$ cat src/rtl/mul_div_unit_pkg.sv
// mul_div_unit_pkg: op encodings, FSM states and counter sizing shared by the multiply/divide unit
package mul_div_unit_pkg;
  typedef enum logic [1:0] {
    OP_MULTU = 2'b00,
    OP_MULT  = 2'b01,
    OP_DIVU  = 2'b10,
    OP_DIV   = 2'b11
  } op_t;
  typedef enum logic [2:0] {IDLE, LOAD, RUN, FIX, DONE} state_t;
  function automatic int cnt_w(input int bus);
    return $clog2(bus);
  endfunction
endpackage

$ cat src/rtl/mul_div_unit_sumador.sv
// sumador_parametrizable: bus-wide adder with carry in/out, used for both shift-add and trial subtraction
//   i_a, i_b : addends          i_cin  : carry in (1 with ~b gives a-b)
//   o_s      : sum              o_cout : carry out (no-borrow flag when subtracting)
module sumador_parametrizable #(
  parameter int bus = 8
) (
  input  logic [bus-1:0] i_a,
  input  logic [bus-1:0] i_b,
  input  logic           i_cin,
  output logic [bus-1:0] o_s,
  output logic           o_cout
);
  assign {o_cout, o_s} = {1'b0, i_a} + {1'b0, i_b} + {{bus{1'b0}}, i_cin};
endmodule

$ cat src/rtl/mul_div_unit.sv
// mul_div_unit: multi-cycle MULT/MULTU/DIV/DIVU unit with HI/LO result registers
//   clk, rst      : clock, asynchronous active-high reset
//   i_start       : request, sampled only in IDLE
//   i_op          : 00 MULTU, 01 MULT, 10 DIVU, 11 DIV
//   i_a, i_b      : multiplicand/dividend, multiplier/divisor
//   o_busy        : operation in flight
//   o_done        : one-cycle pulse, o_hi/o_lo valid
//   o_hi, o_lo    : product halves, or remainder/quotient
//   o_dz          : last division had a zero divisor
//   MULDIV_EARLY_DZ_EN : when defined, a zero-divisor divide skips RUN/FIX
module mul_div_unit
  import mul_div_unit_pkg::*;
#(
  parameter int bus = 8
) (
  input  logic           clk,
  input  logic           rst,
  input  logic           i_start,
  input  logic [1:0]     i_op,
  input  logic [bus-1:0] i_a,
  input  logic [bus-1:0] i_b,
  output logic           o_busy,
  output logic           o_done,
  output logic [bus-1:0] o_hi,
  output logic [bus-1:0] o_lo,
  output logic           o_dz
);
  localparam int CW = cnt_w(bus);
  state_t             r_state;
  op_t                r_op;
  logic [bus-1:0]     r_a, r_b, r_mcand, r_acc_hi, r_acc_lo, r_hi, r_lo;
  logic [CW-1:0]      r_cnt;
  logic               r_sign_q, r_sign_r, r_dz, r_busy, r_done;
  logic               w_div, w_sgn, w_dz, w_cout, w_ok;
  logic [bus-1:0]     w_mag_a, w_mag_b, w_rem_sh, w_add_a, w_add_b, w_sum, w_nxt_hi, w_nxt_lo;
  logic [2*bus-1:0]   w_prod_neg;
  assign w_div      = (r_op == OP_DIVU) || (r_op == OP_DIV);
  assign w_sgn      = (r_op == OP_MULT) || (r_op == OP_DIV);
  assign w_dz       = w_div && (r_b == '0);
  assign w_mag_a    = (w_sgn && r_a[bus-1]) ? -r_a : r_a;
  assign w_mag_b    = (w_sgn && r_b[bus-1]) ? -r_b : r_b;
  // remainder shifted left with the next dividend bit; the bit shifted out is kept in w_ok
  assign w_rem_sh   = {r_acc_hi[bus-2:0], r_acc_lo[bus-1]};
  assign w_add_a    = w_div ? w_rem_sh : r_acc_hi;
  assign w_add_b    = w_div ? ~r_mcand : (r_acc_lo[0] ? r_mcand : '0);
  assign w_ok       = r_acc_hi[bus-1] | w_cout;
  assign w_nxt_hi   = w_div ? (w_ok ? w_sum : w_rem_sh) : {w_cout, w_sum[bus-1:1]};
  assign w_nxt_lo   = w_div ? {r_acc_lo[bus-2:0], w_ok} : {w_sum[0], r_acc_lo[bus-1:1]};
  assign w_prod_neg = -{r_acc_hi, r_acc_lo};
  sumador_parametrizable #(.bus(bus)) u_add (
    .i_a(w_add_a), .i_b(w_add_b), .i_cin(w_div), .o_s(w_sum), .o_cout(w_cout)
  );
  always_ff @(posedge clk or posedge rst)
    if (rst) begin
      r_state  <= IDLE;
      r_op     <= OP_MULTU;
      r_a      <= '0;
      r_b      <= '0;
      r_mcand  <= '0;
      r_acc_hi <= '0;
      r_acc_lo <= '0;
      r_hi     <= '0;
      r_lo     <= '0;
      r_cnt    <= '0;
      r_sign_q <= 1'b0;
      r_sign_r <= 1'b0;
      r_dz     <= 1'b0;
      r_busy   <= 1'b0;
      r_done   <= 1'b0;
    end else
      case (r_state)
        IDLE: begin
          r_done <= 1'b0;
          if (i_start) begin
            r_state <= LOAD;
            r_op    <= op_t'(i_op);
            r_a     <= i_a;
            r_b     <= i_b;
            r_dz    <= 1'b0;
          end
        end
        LOAD: begin
          r_busy   <= 1'b1;
          r_dz     <= w_dz;
          r_sign_q <= w_sgn & (r_a[bus-1] ^ r_b[bus-1]);
          r_sign_r <= w_sgn & r_a[bus-1];
          r_mcand  <= w_div ? w_mag_b : w_mag_a;
          r_acc_hi <= '0;
          r_acc_lo <= w_div ? w_mag_a : w_mag_b;
          r_cnt    <= CW'(bus - 1);
`ifdef MULDIV_EARLY_DZ_EN
          r_state  <= w_dz ? DONE : RUN;
`else
          r_state  <= RUN;
`endif
        end
        RUN: begin
          r_acc_hi <= w_nxt_hi;
          r_acc_lo <= w_nxt_lo;
          r_cnt    <= r_cnt - 1'b1;
          if (r_cnt == '0) r_state <= FIX;
        end
        FIX: begin
          if (!w_div) {r_acc_hi, r_acc_lo} <= r_sign_q ? w_prod_neg : {r_acc_hi, r_acc_lo};
          else begin
            r_acc_lo <= r_sign_q ? -r_acc_lo : r_acc_lo;
            r_acc_hi <= r_sign_r ? -r_acc_hi : r_acc_hi;
          end
          r_state <= DONE;
        end
        DONE: begin
          r_hi    <= r_dz ? r_a : r_acc_hi;
          r_lo    <= r_dz ? '1 : r_acc_lo;
          r_done  <= 1'b1;
          r_busy  <= 1'b0;
          r_state <= IDLE;
        end
        default: r_state <= IDLE;
      endcase
  assign o_busy = r_busy;
  assign o_done = r_done;
  assign o_hi   = r_hi;
  assign o_lo   = r_lo;
  assign o_dz   = r_dz;
endmodule

$ cat config.mk
export PLATFORM = sky130hd
export DESIGN_NAME = mul_div_unit
export DESIGN_NICKNAME = d
export VERILOG_FILES = /design/src/rtl/mul_div_unit_pkg.sv /design/src/rtl/mul_div_unit_sumador.sv /design/src/rtl/mul_div_unit.sv
export SDC_FILE = /design/constraint.sdc
export NUM_CORES = 1
export LEC_CHECK = 0
export CORE_ASPECT_RATIO = 0.7
export CORE_UTILIZATION = 63
export DETAILED_ROUTE_END_ITERATION = 8
export PLACE_DENSITY = 0.86
export SLEW_MARGIN = 20
export SYNTH_ARGS = -nofsm -noshare
export SYNTH_HDL_FRONTEND = slang
export SYNTH_SLANG_ARGS = --single-unit
$ cat constraint.sdc
create_clock -name clk -period 6.5 [get_ports clk]
set_clock_uncertainty 0.1 [all_clocks]
set_input_delay 0.975 -clock clk [delete_from_list [all_inputs] [get_ports clk]]
set_output_delay 0.975 -clock clk [all_outputs]
set_load 0.05 [all_outputs]
Yosys cells after proc, flatten, opt, wreduce, memory -nomap -nowiden
Index checks and enable logic that the tools add are counted.
{ "totals": {"register_bits": 69, "output_inout_bits": 19, "input_bits": 21} }
{ "classes": {"add_sub_neg": 8, "muxes": 27, "n_reduce_logical": 18, "n_eq_ne": 12, "bitwise_logic": 5} }
{ "op_table": {"columns": ["op", "n"], "rows": [
  ["8-bit two-way mux", 16],
  ["8-bit one-hot mux with 3 select lines", 2],
  ["8-bit negation", 4],
  ["16-bit two-way mux", 1],
  ["16-bit negation", 1],
  ["3-bit one-hot mux with 4 select lines", 1],
  ["8-bit by 8-bit adder with 9-bit output", 1],
  ["9-bit by 1-bit adder with 9-bit output", 1],
  ["8-bit zero test", 1],
  ["8-bit inverter", 1],
  ["2-bit AND reduction", 4],
  ["2-bit nonzero test", 4],
  ["3-bit by 2-bit == test with 1-bit output, second input constant", 2],
  ["3-bit zero test", 2],
  ["3-bit two-way mux", 2],
  ["2-bit inequality test, second input constant", 3],
  ["1-bit one-hot mux with 2 select lines", 3],
  ["3-bit one-hot mux with 2 select lines", 1],
  ["2-bit == test, second input constant", 2],
  ["3-bit by 1-bit == test with 1-bit output, second input constant", 1],
  ["3-bit == test, second input constant", 1],
  ["1-bit logical AND", 3],
  ["3-bit by 2-bit inequality test with 1-bit output, second input constant", 1],
  ["3-bit inequality test, second input constant", 1],
  ["9 further kinds", 11]
]} }

Longest topological paths before layout
{ "logic_depth": {"ltp_word": 9, "depth_mapped": 15, "depth_no_buf": 12} }

Cells and area by module
A second synthesis with hierarchy kept.
{ "unflattened": {"cells_unflattened": 521, "hier_area_um2": 4618.2} }
{ "by_module_without_submodules": {"columns": ["module", "instances", "cells_per_inst", "area_per_inst_um2", "seq_area_each_um2"], "rows": [
  ["mul_div_unit", 1, 479, 4286.6, 1726.7],
  ["sumador_parametrizable", 1, 42, 331.6, 0.0]
]} }

Worst setup path after synthesis
No wires, ideal clock.
{ "synth_timing": {"kind": "register to register", "startpoint": "register r_op[1]", "endpoint": "register r_acc_hi[1]", "n_path_buf": 3, "slack_ns": 3.308, "arrival_ns": 2.965, "t_required_ns": 6.273, "path_stages_with_launch": 14, "cell_sequence": "dfrtp_1 -> buf_2 -> inv_1 -> clkbuf_1 -> buf_1 -> fa_1 -> inv_1 -> fa_1 -> nand3_1 -> a21oi_2 -> nor4_4 -> mux2i_1 -> a21o_1 -> a22oi_2"} }
{ "synth_between": {"elab_chain_len": 9, "word_cells_on_any_way": 15, "cone_classes": "add/sub: 2; eq/ne: 4; mux: 6; bitwise: 1; reduce/logical: 2"} }
{ "synth_rtl": {"columns": ["element", "line", "source"], "rows": [
  ["start, declared", "mul_div_unit.sv:30", "op_t r_op;"],
  ["start signal, assigned", "mul_div_unit.sv:76", "r_op <= op_t'(i_op);"],
  ["2-bit == test", "mul_div_unit.sv:37", "assign w_div = (r_op == OP_DIVU) || (r_op == OP_DIV);"],
  ["1-bit logical OR *", "mul_div_unit.sv:37", null],
  ["8-bit two-way mux, on equally long branches", "mul_div_unit.sv:44, mul_div_unit.sv:45", null],
  ["8-bit by 8-bit adder with 9-bit output", "mul_div_unit_sumador.sv:13", "assign {o_cout, o_s} = {1'b0, i_a} + {1'b0, i_b} + {{bus{1'b0}}, i_cin};"],
  ["9-bit by 1-bit adder with 9-bit output", "mul_div_unit_sumador.sv:13", null],
  ["1-bit bitwise OR", "mul_div_unit.sv:46", "assign w_ok = r_acc_hi[bus-1] | w_cout;"],
  ["8-bit two-way mux (2 in series)", "mul_div_unit.sv:47", "assign w_nxt_hi = w_div ? (w_ok ? w_sum : w_rem_sh) : {w_cout, w_sum[bus-1:1]};"],
  ["8-bit one-hot mux with 3 select lines", "mul_div_unit.sv:71", "case (r_state)"],
  ["end signal, assigned", "mul_div_unit.sv:98", "r_acc_hi <= w_nxt_hi;"],
  ["end signal, assigned", "mul_div_unit.sv:104", "if (!w_div) {r_acc_hi, r_acc_lo} <= r_sign_q ? w_prod_neg : {r_acc_hi, r_acc_lo};"],
  ["end signal, assigned", "mul_div_unit.sv:107", "r_acc_hi <= r_sign_r ? -r_acc_hi : r_acc_hi;"],
  ["end, declared", "mul_div_unit.sv:31", "logic [bus-1:0] r_a, r_b, r_mcand, r_acc_hi, r_acc_lo, r_hi, r_lo;"]
]} }
Every way passes the cells marked *; elsewhere a longest branch is shown, timed or not.
A chain may end at the register's enable or synchronous reset.

Worst setup path after layout
Same ends and word-level chain as after synthesis.

==> flow_summary.yaml <==
synthesis:
  syn_nets: 536
  avgSynthCellArea_um2: 8.88
  ys_types: 58
  syn_inst: 499
  synth_area_leader_cell: "dfrtp_1"
  synth_seq_area_share: 0.390
  ys.flop_type: "dfrtp_1"
  netlist_top_cells_area: "dfrtp_1, mux2_2, mux2i_1"
  async_reset_ff_frac: 1.00
  yosys_warnings: 0
  syn_area_mm2: 0.00443
  yosys_register_bits: 69
  yosys.area.top_type_share: 0.390
  synth_enable_flop_cells: 0
cells_and_area:
  syn_to_final_growth_pct: 13.6
  fin_cells: 617
  final_nets: 555
  fill_cells: 484
  register_area_mm2: 0.00173
  drive_above_1_share: 0.111
  multiInputGateArea_mm2: 0.00249
  n_antenna_cell: 0
die:
  core_mm2: 0.00679
  fp-row-count: 25
  die_w_um: 102
  start_util: 0.653
  dieArea_mm2: 0.00738
  die_y_um: 72.2
  io_pins: 40
cts:
  post_cts_buffers: 0
  hold_buffers: 0
  root_buffer: "clkbuf_8"
  insertion_delay_ps: 360
  h-tree-depth: 3
  tritoncts: "built"
  cts_sinks: 69
  cts_made_buffers: 9
  clockBufferDepth: 2
  post_cts_resized: 0
  path_clk_slew_ps: 80
timing:
  rsz0062_at_grt: "no"
  timing.fmax_mhz: 290
  setup_violations: 0
  final_hold_viol_count: 0
  finalCritPeriodShare: 0.530
  finalSetupTns_ps: 0
  slew_viol_final: 0
  period_minus_slack_ps: 3450
  worst_pin_slew_ps: 906
  max_slew_margin: 0.396
placement:
  gp_congestion: 0.914
  io_buffers: 39
  dp_cells: 601
  hpwlAfterDp_mm: 8.10
drt:
  drt_pre_antenna_iters: 4
  drt_iter0_drc: 311
  drc: 0
  wl_met1_mm: 5.23
  ant_nets: 0
  route.met3.wl_um: 994
  top_layer: "met4"
  vias: 3851
  met2_length_mm: 4.94
  wl_mm: 11.3
  via_per_inst: 6.24
  wl_per_cell_um: 18.3
critical_path:
  cp-end-kind: "flop"
  critPathLaunchType: "flop"
  arrival_ps: 3580
  crit_type: "flop to flop"
  cp_max_fo: 23
  critPathRequiredTime_ps: 6630
run:
  drv_cap: 0
global_route:
  grt_pass1_wl_mm: 18.4
  antenna_found_initial: 0
  grt.overflow.total: 0
  grtUsageTotal: 0.335
  grt_pass1_vias: 3538
  grt_max_degree: 70
outcome:
  status: "complete, no violations"
min_path:
  hp-class: "flop to flop"
[Yosys cell counts (all sizes together) (9+ instances only)]
cell type / count
nand2: 41
nor3: 14
dfrtp: 69
nand3: 12
buf: 15
nor2: 51
clkbuf: 20
mux2i: 26
xnor2: 9
o21ai: 44
mux2: 24
a31oi: 11
inv: 22
a21oi: 44
xor2: 9
ha: 14
[cell type report]
class                           count  share of cell area
Multi-Input combinational cell    373               0.494
Sequential cell                    69               0.343
Timing Repair Buffer               43              0.0835
Clock buffer                       10              0.0253
Tap cell                           94              0.0234
Inverter                           22              0.0164
Clock inverter                      6              0.0142
[sequential cells by signal, summed over array words and instances (netlist names)]
name	count
r_state	3
r_mcand	8
o_lo	8
r_op	2
o_hi	8
o_busy	1
r_b	8
r_a	8
r_acc_hi	8
r_cnt	3
r_acc_lo	8
o_done	1
r_sign_r	1
r_sign_q	1
o_dz	1
[critical path: stages (launching register included)]
cell and delay (ps):
dfrtp_1 390, inv_1 540, mux2_2 320, fa_1 200, inv_1 60, fa_1 410, nand3_1 120, a21oi_2 90
nor4_4 620, mux2i_1 260, a21o_1 160, a22oi_2 50
[metal layers]
layer | vias up | GRT usage
met2 | 173 | 0.484
li1 | 1810 | -
met4 | 0 | 0.0905
met3 | 16 | 0.0732
met5 | - | 0
met1 | 1852 | 0.507
[per-stage QoR]
stage          instance area (µm²)   util  hold WS, ps  worst slack [ps]
6_report                      5030  0.742          380              3050
4_1_cts                       5030  0.742          381              3100
3_5_place_dp                  4830  0.712          370              3130
5_1_grt                       5030  0.742          407              2790
3_3_place_gp                  4830  0.712          354              3250
2_1_floorplan                 4430      -          340              3310
[cells in the final DEF, fill, tap and decap left out, types with 3 or more instances in the layout]
master / n
dfrtp_1: 69
nor2_1: 51
a21oi_1: 42
nand2_1: 41
clkdlybuf4s50_1: 39
o21ai_0: 35
mux2i_1: 26
mux2_2: 24
inv_1: 21
ha_1: 14
nor3_1: 13
nand3_1: 12
a31oi_1: 11
xor2_1: 9
o21ai_1: 9
xnor2_1: 9
clkbuf_8: 9
o211ai_1: 7
a21o_1: 6
nand2b_1: 5
nor2b_1: 4
a211oi_1: 4
a221oi_1: 4
buf_4: 4
o22ai_1: 3
[cell families after synthesis]
kind of cell,synth area share
XOR/XNOR,0.0356
flip-flops,0.390
AO/OA/AOI/OAI,0.195
adder cells (fa/ha/maj),0.0485
AND/OR/NAND/NOR,0.161
buffers and inverters,0.0514
multiplexers,0.120
[path summary, 6_finish.rpt]
kind / startpoint / to / slack, ps / cells after the start
max: r_op[1] / r_acc_hi[1] / 3050 / 11
min: r_cnt[0] / r_cnt[0] / 380 / 1
max reg2reg: r_op[1] / r_acc_hi[1] / 3050 / 11
min in group asynchronous: rst / o_hi[3] / 1060 / 3
max in group asynchronous: rst / r_acc_hi[0] / 4630 / 3
min reg2reg: r_cnt[0] / r_cnt[0] / 380 / 1
Power is not shown: default switching activity piles up to over one toggle a cycle in this logic, so the estimate is an artifact.
==> RTL edit: new RTL, config.mk and constraints unchanged <==
Encoding of `state_t`: now one-hot (5 bits for 5 states).
--- a/src/rtl/mul_div_unit_pkg.sv
+++ b/src/rtl/mul_div_unit_pkg.sv
@@ -6,7 +6,7 @@
     OP_DIVU  = 2'b10,
     OP_DIV   = 2'b11
   } op_t;
-  typedef enum logic [2:0] {IDLE, LOAD, RUN, FIX, DONE} state_t;
+  typedef enum logic [4:0] {IDLE = 5'b00001, LOAD = 5'b00010, RUN = 5'b00100, FIX = 5'b01000, DONE = 5'b10000} state_t;
   function automatic int cnt_w(input int bus);
     return $clog2(bus);
   endfunction
Formal check against the unedited RTL: no difference found for any inputs over 10 cycles, from zero or initial values and one cycle with rst high; not proved beyond that.
==> RTL edit against the unedited design <==
  * Cell count increased by 3.6%
  * Via count increased by 6.1%
  * Non-clock buffer count unchanged
  * Setup slack got worse by 1.1 ns
  * Synthesized cell count increased by 3.2%
  * Routed wire length increased by 2.4%
  * Cell area increased by 2.1%
  * Sequential cell count increased by 2
  * Largest cell class unchanged
  * Area after synthesis increased by 1.8%
==> RTL edit: results (changes against the unedited design) <==
| Metric | Value |
|---|---|
| DR WL met2 | `5.32 mm (was 4.94 mm)` |
| Worst path slowest cell | `a311oi_4 (was nor4_4)` |
| Met1 Wirelength | `5.11 mm (was 5.23 mm)` |
| Multi-input gates | `389 (was 373)` |
| Maximum cell stage delay along the critical path | `0.64 ns (was 0.62 ns)` |
| FILL cells | `483 (was 484)` |
| 1st-pass router iterations | `5 (was 4)` |
| Fraction of area in clock buffers and inverters | `0.0402 (was 0.0395)` |
| Sequential portion of the cell area | `0.346 (was 0.343)` |
| Synth unique cells | `60 (was 58)` |
| Met3 Resource Use GR | `0.0824 (was 0.0732)` |
| Number of nets in the layout | `577 (was 555)` |
| Overall track demand over capacity in global routing | `0.334 (was 0.335)` |
| Met3 layer wire length in the routed design | `923 um (was 994 um)` |
| Final cell count without fillers | `639 (was 617)` |
| Detail-routed net length per standard cell | `18.1 um (was 18.3 um)` |
| Met1 track demand over resource | `0.456 (was 0.507)` |
| Average instance area after synthesis | `8.76 um^2 (was 8.88 um^2)` |
| Syn Nets | `552 (was 536)` |
| Run status | `finished, final reports clean (unchanged)` |
| Post-route cell area | `0.00514 mm^2 (was 0.00503 mm^2)` |
| Part of the Yosys area used for sequential elements | `0.394 (was 0.390)` |
| Biggest area contributors in the synthesized netlist | `dfrtp_1 39%, o21ai_0 7.4%, mux2_2 5.7% (was dfrtp_1 39%, mux2_2 6.1%, mux2i_1 5.9%)` |
| Share of cells above drive strength 1 | `0.103 (was 0.111)` |
| Buffer share of cell area | `0.0818 (was 0.0835)` |
| Min-Delay Startpoint | `o_hi[4] (was r_cnt[0])` |
RTL edit: cells by family (layout without fill, tap and decap cells):
| logic type | count (synthesis) | after routing | synth area share |
|---|---|---|---|
| flip-flops | 71 | 71 | 0.394 |
| buffers and inverters | 55 | 85 | 0.0477 |
| AO/OA/AOI/OAI | 151 | 151 | 0.212 |
| adder cells (fa/ha/maj) | 16 | 16 | 0.0477 |
| multiplexers | 43 | 43 | 0.102 |
| XOR/XNOR | 17 | 17 | 0.0330 |
| AND/OR/NAND/NOR | 162 | 162 | 0.164 |
RTL edit: power groups by stage:
stage	Clock [W]	Combinational [W]	Sequential, W
final	0.000374	0.00122	0.000808
after global routing	0.000399	0.00134	0.000824
after CTS	0.000379	0.00119	0.000796
after detailed placement	0	0.00118	0.000804
after global placement	0	0.00114	0.000796
after floorplan	0	0.000952	0.000720
